## src/rtl/dpram_pkg.sv

```systemverilog
// Shared sizing for the simple dual-port RAM.
package dpram_pkg;

    localparam int DATA_W_DEF = 8;
    localparam int ADDR_W_DEF = 8;
    localparam int DEPTH_DEF  = 2 ** ADDR_W_DEF;

    // Number of words addressable with an aw-bit address.
    function automatic int depth_of(input int aw);
        return 2 ** aw;
    endfunction

endpackage

```

## src/rtl/dpram_array.sv

```systemverilog
// Storage array: synchronous write, combinational read, no reset so it maps to block RAM.
module dpram_array
    import dpram_pkg::*;
#(
    parameter int DATA_W = DATA_W_DEF,
    parameter int ADDR_W = ADDR_W_DEF
) (
    input  logic              clock,
    input  logic              we,
    input  logic [ADDR_W-1:0] waddr,
    input  logic [DATA_W-1:0] wdata,
    input  logic [ADDR_W-1:0] raddr,
    output logic [DATA_W-1:0] rdata
);

    localparam int DEPTH = depth_of(ADDR_W);

    // Power-up contents are all zero; rst_n never touches the array.
    logic [DATA_W-1:0] mem [DEPTH] = '{default: '0};

    // Write port.
    always_ff @(posedge clock) begin
        if (we) mem[waddr] <= wdata;
    end

    assign rdata = mem[raddr];

endmodule

```

## src/rtl/dpram.sv

```systemverilog
// Simple dual-port RAM, one write port, one read port, 2-cycle registered read.
//
// The read address is registered at edge N and the array output is registered
// into q at edge N+1. The write request is registered alongside the read
// address and committed to the array at edge N+1, in step with the array read.
// A read and write of the same address sampled on the same edge therefore
// returns the old word, while any later read already sees the new one.
module dpram
    import dpram_pkg::*;
#(
    parameter int DATA_W = DATA_W_DEF,
    parameter int ADDR_W = ADDR_W_DEF
) (
    input  logic              clock,
    input  logic              rst_n,
    input  logic [DATA_W-1:0] data,
    input  logic [ADDR_W-1:0] wraddress,
    input  logic              wren,
    input  logic [ADDR_W-1:0] rdaddress,
    output logic [DATA_W-1:0] q
);

    logic [ADDR_W-1:0] rd_addr_r;
    logic              wr_en_r;
    logic [ADDR_W-1:0] wr_addr_r;
    logic [DATA_W-1:0] wr_data_r;
    logic [DATA_W-1:0] arr_rdata;

    dpram_array #(
        .DATA_W (DATA_W),
        .ADDR_W (ADDR_W)
    ) u_array (
        .clock (clock),
        .we    (wr_en_r),
        .waddr (wr_addr_r),
        .wdata (wr_data_r),
        .raddr (rd_addr_r),
        .rdata (arr_rdata)
    );

    // Address/write capture and output register; reset drops in-flight reads and writes.
    always_ff @(posedge clock or negedge rst_n) begin
        if (!rst_n) begin
            rd_addr_r <= '0;
            wr_en_r   <= 1'b0;
            wr_addr_r <= '0;
            wr_data_r <= '0;
            q         <= '0;
        end else begin
            rd_addr_r <= rdaddress;
            wr_en_r   <= wren;
            wr_addr_r <= wraddress;
            wr_data_r <= data;
            q         <= arr_rdata;
        end
    end

endmodule

```

## config.mk

```make
export PLATFORM = sky130hd
export DESIGN_NAME = dpram
export DESIGN_NICKNAME = d
export VERILOG_FILES = /design/src/rtl/dpram_pkg.sv /design/src/rtl/dpram_array.sv /design/src/rtl/dpram.sv
export SDC_FILE = /design/constraint.sdc
export NUM_CORES = 2
export LEC_CHECK = 0
export CAP_MARGIN = 30
export CORE_ASPECT_RATIO = 0.7
export CORE_MARGIN = 2
export CORE_UTILIZATION = 40
export DETAILED_ROUTE_END_ITERATION = 16
export GPL_ROUTABILITY_DRIVEN = 0
export PLACE_DENSITY = 0.55
export SLEW_MARGIN = 15
export SYNTH_ARGS = -nofsm -noshare
export SYNTH_HDL_FRONTEND = slang
export SYNTH_SLANG_ARGS = --single-unit
export TNS_END_PERCENT = 20
```

## constraint.sdc

```tcl
create_clock -name clock -period 5.38 [get_ports clock]
set_input_delay 0.807 -clock clock [delete_from_list [all_inputs] [get_ports clock]]
set_output_delay 0.807 -clock clock [all_outputs]
set_load 0.1 [all_outputs]
```

Yosys cells after proc, flatten, opt, wreduce, memory -nomap -nowiden
Memory sizes are Yosys's and may differ from the RTL's. A register that Yosys moved wholly into a read port is not among the register bits.
Cells that the tools add are included.

storage, ports and cells
  register bits after elaboration = 25
  RAM bits = 2048
  bits of input ports = 27
  output and inout port bits = 8
  word-level logic and storage cells = 8
  memories kept = 1

memory list
  memory       words  bits a word  rd ports  clocked after memory_dff  wr ports  RTL line           source
  u_array.mem  256    8            1         1                         1         dpram_array.sv:19  logic [DATA_W-1:0] mem [DEPTH] = '{default: '0};

operators by class
  mux-type cells = 2
  reductions and logical operators = 1

operators with widths
  cell             count
  $mux 1           2
  $logic_not 1->1  1

Longest topological paths before layout
  word-level depth = 2
  depth in mapped cells = 12
  mapped depth without buffers = 6

By module
A second synthesis with hierarchy kept.

second synthesis, totals
  cell total of the unflattened synthesis = 3758
  area, all modules = 80221.9 µm²

modules (own cells, without submodules)
  module       instances  cells each  area each (µm²)  seq. area each (µm²)
  dpram_array  1          3725        79396.1          61499.0
  dpram        1          33          825.8            825.8

Least setup slack after synthesis
Ideal clock, no wire load.

  kind = reg2reg
  start point = register wr_data_r[0]
  end point = memory u_array.mem[0][0] (netlist bit), data pin
  setup time = 0.801 ns
  data arrival time = 3.169 ns
  required time = 4.579 ns
  slack = 1.411 ns
  cell stages (with the launch flop) = 1
  path buffers = 0
  period minus slack after synthesis = 3.969 ns
  path through = dfrtp_1

RTL lines
  item                      RTL line           source
  start: declaration        dpram.sv:26        logic [DATA_W-1:0] wr_data_r;
  start signal: assignment  dpram.sv:53        wr_data_r <= data;
  end: declaration          dpram_array.sv:19

Straight into the memory's write port.

==> reports/summary.txt <==
Status - finished clean
CP Launch Type - register
Clk root buf - clkbuf_16
Post-CTS sizing - 0
CTS Hold Bufs - 0
Cell Area, Synth - 81,020 um2
Worst slack at placement - 1245 ps
EDFF count, synth - 2,048
Num rows - 138
Die height - 380.5 um
Endpoints failing setup - 0
Die Area - 206,200 um2
Sequential-to-total area share from yosys stat - 0.7693
Cell area after layout - 90,840 um2
Num CTS Buffers - 199
Clk buf depth - 4
Worst Setup Slack, final - 1250 ps
DRC - 0
Worst EP required - 6060 ps
Drt wl/cell - 32.62 um
Antenna violations before repair - 13
Top Metal Used - met5
Leakage power - 28.30 nW
Post-CTS Setup Inserts - 0
Hold Path Class - input port to asynchronous set/reset pin
Wl on met1 - 100,100 um
DR iter-0 viols - 5,710
Syn. warnings - 0
CTS clk-pin slew, worst paths - 60 ps
WL final - 226,100 um
RSZ-0062 raised after global routing - false
Footprint of the multi-input gates - 17,020 um2
Fin crit period - 4130 ps
Avg Cell Area, Syn - 20.45 um2
Vias - 41,143
VDD IR max - 0.2577 mV
Max-slew headroom - 0.2774
Commonest non-fill, non-tap cell in the layout - edfxtp_1
Worst-Margin Slew - 1074 ps
Core ar. - 201,700 um2
Placed Area - 84,500 um2
Commonest cells after routing, fill and taps aside - 2,048 x edfxtp_1, 349 x mux4_2, 281 x nor2_1
Max Slew Vio Count - 0
Hold Fails Final Rpt - 0
Layout Nets - 4,145
Skew-Pair Late Insertion Delay - 840 ps
Register area - 62,370 um2
Post-synthesis sequential element count - 2,081
Primary FF master, synth - edfxtp_1
Fill count - 17,024
Yosys cell types - 73
Layout cells sized above 1 - 0.1984
Drt pass-1 iters - 6
# H-tree levels - 4
Worst EP arrival - 4810 ps
Post-synthesis cell count - 3,962
Post-synthesis net count - 3,989
Met3 WL post-DR - 26,250 um
First-pass GRT wire length - 317,000 um
Total Routing Usage GR - 0.2175
Async set-or-reset flop fraction in the synthesized netlist - 0.01586
Worst Setup End Kind - register
Part of the cycle the worst path needs - 0.7677
CTS sink cnt - 2,081
Gr ovfl total - 0
Area grow syn2layout - 12.13%
CTS tree - built
Met2 wire length - 94,470 um
Die Wd - 541.9 um
Via density - 5.936
Port Buf Inserts - 34
Crit-path max FO - 36
I/O Pins - 35
Power per cell area - 365.1 nW/um2
Pin count of the biggest net entering global routing - 193
Initial Util - 0.4017
Post-DP HPWL - 139,400 um
Antenna Nets Post-Route - 0
Vias in the first global route - 39,731
Max-cap viol count - 0
Setup TNS Final - 0 ps
Clock Skew - 43.65 ps
Max Freq - 242.1 MHz
Crit path kind - register to register
per-layer routing:
metal | vias up | GRT usage
li1 | 16852 | -
met1 | 21944 | 0.3341
met2 | 2025 | 0.2964
met3 | 318 | 0.07212
met4 | 4 | 0.05044
met5 | - | 0
final cells by class:
cell class	instances	area share
diodes	2	0.00005509
clock buffers	250	0.05783
clock inverters	102	0.008760
inverters	6	0.0002479
multi-input cells	1630	0.1873
flip-flops and latches	2081	0.6866
well taps	2660	0.03664
repair buffers	200	0.02251
worst paths after layout:
path,startpoint,to,slack (ps),cells past startpoint
max,rd_addr_r[0],q[1],1250,7
min reg2reg,wr_data_r[0],u_array.mem[161][0],720,0
min in group clock,rdaddress[6],rd_addr_r[6],410,1
min,rst_n,wr_data_r[5],80,2
max in group asynchronous,rst_n,rd_addr_r[1],4680,2
max reg2reg,rd_addr_r[0],q[1],1250,7
power by group:
| part | total [mW] | internal (mW) | switching [mW] |
|---|---|---|---|
| Combinational | 1.75 | 0.564 | 1.18 |
| Clock | 13.4 | 7.39 | 6.04 |
| Sequential | 18.0 | 17.9 | 0.139 |
cell usage after synthesis, drive strengths merged (6+ instances only):
master / n / area (um2)
mux4: 380 / 8675
nand2: 81 / 304.0
nand4: 18 / 112.6
nand2b: 8 / 50.05
nor2: 284 / 1069
buf: 148 / 1315
o21ai: 24 / 120.1
a221oi: 32 / 292.8
a22o: 13 / 113.9
and3: 10 / 62.56
nor2b: 19 / 118.9
edfxtp: 2048 / 61500
and2: 9 / 58.81
a32oi: 6 / 52.55
a31oi: 24 / 150.1
mux2i: 234 / 2342
o211ai: 8 / 60.06
o221ai: 56 / 496.7
a22oi: 97 / 728.2
nor3: 28 / 140.1
or3: 6 / 37.54
a211oi: 20 / 155.1
o22ai: 49 / 306.5
mux2: 18 / 202.7
nor4: 21 / 137.6
dfrtp: 33 / 825.8
a21oi: 70 / 350.3
a311oi: 8 / 70.07
clkbuf: 97 / 381.6
nand3: 46 / 230.2
critical path, stage by stage (launching register included):
cell     delay, ps
dfrtp_4       1010
buf_4          690
mux4_2         650
mux4_2         480
and2_1         170
nor4_1         590
buf_4          240
nor4_1          50
state kept, by name, indices dropped and copies added (netlist names):
| signal | cells |
|---|---|
| u_array.mem | 2048 |
| q | 8 |
| rd_addr_r | 8 |
| wr_addr_r | 8 |
| wr_data_r | 8 |
| wr_en_r | 1 |
through the flow:
step | hold slack, ps | instances | utilization | total power [mW]
floorplan | 511.4 | 3962 | - | 19.35
global placement | 781.9 | 6527 | 0.4175 | 20.05
detailed placement | 786.5 | 6551 | 0.4190 | 20.07
CTS | 60.89 | 6903 | 0.4490 | 33.33
global route | 93.87 | 6929 | 0.4504 | 34.07
finish | 79.55 | 6931 | 0.4504 | 33.17
kinds of logic (layout without fill, tap and decap cells):
| group | Yosys count | in the layout | share of synthesized area |
|---|---|---|---|
| flops | 2081 | 2081 | 0.7693 |
| mux | 632 | 632 | 0.1385 |
| simple gates | 555 | 555 | 0.03120 |
| compound gates | 443 | 443 | 0.03981 |
| buf+inv | 251 | 558 | 0.02122 |
| other cells | 0 | 2 | 0 |
(Power assumes the default switching activity.)
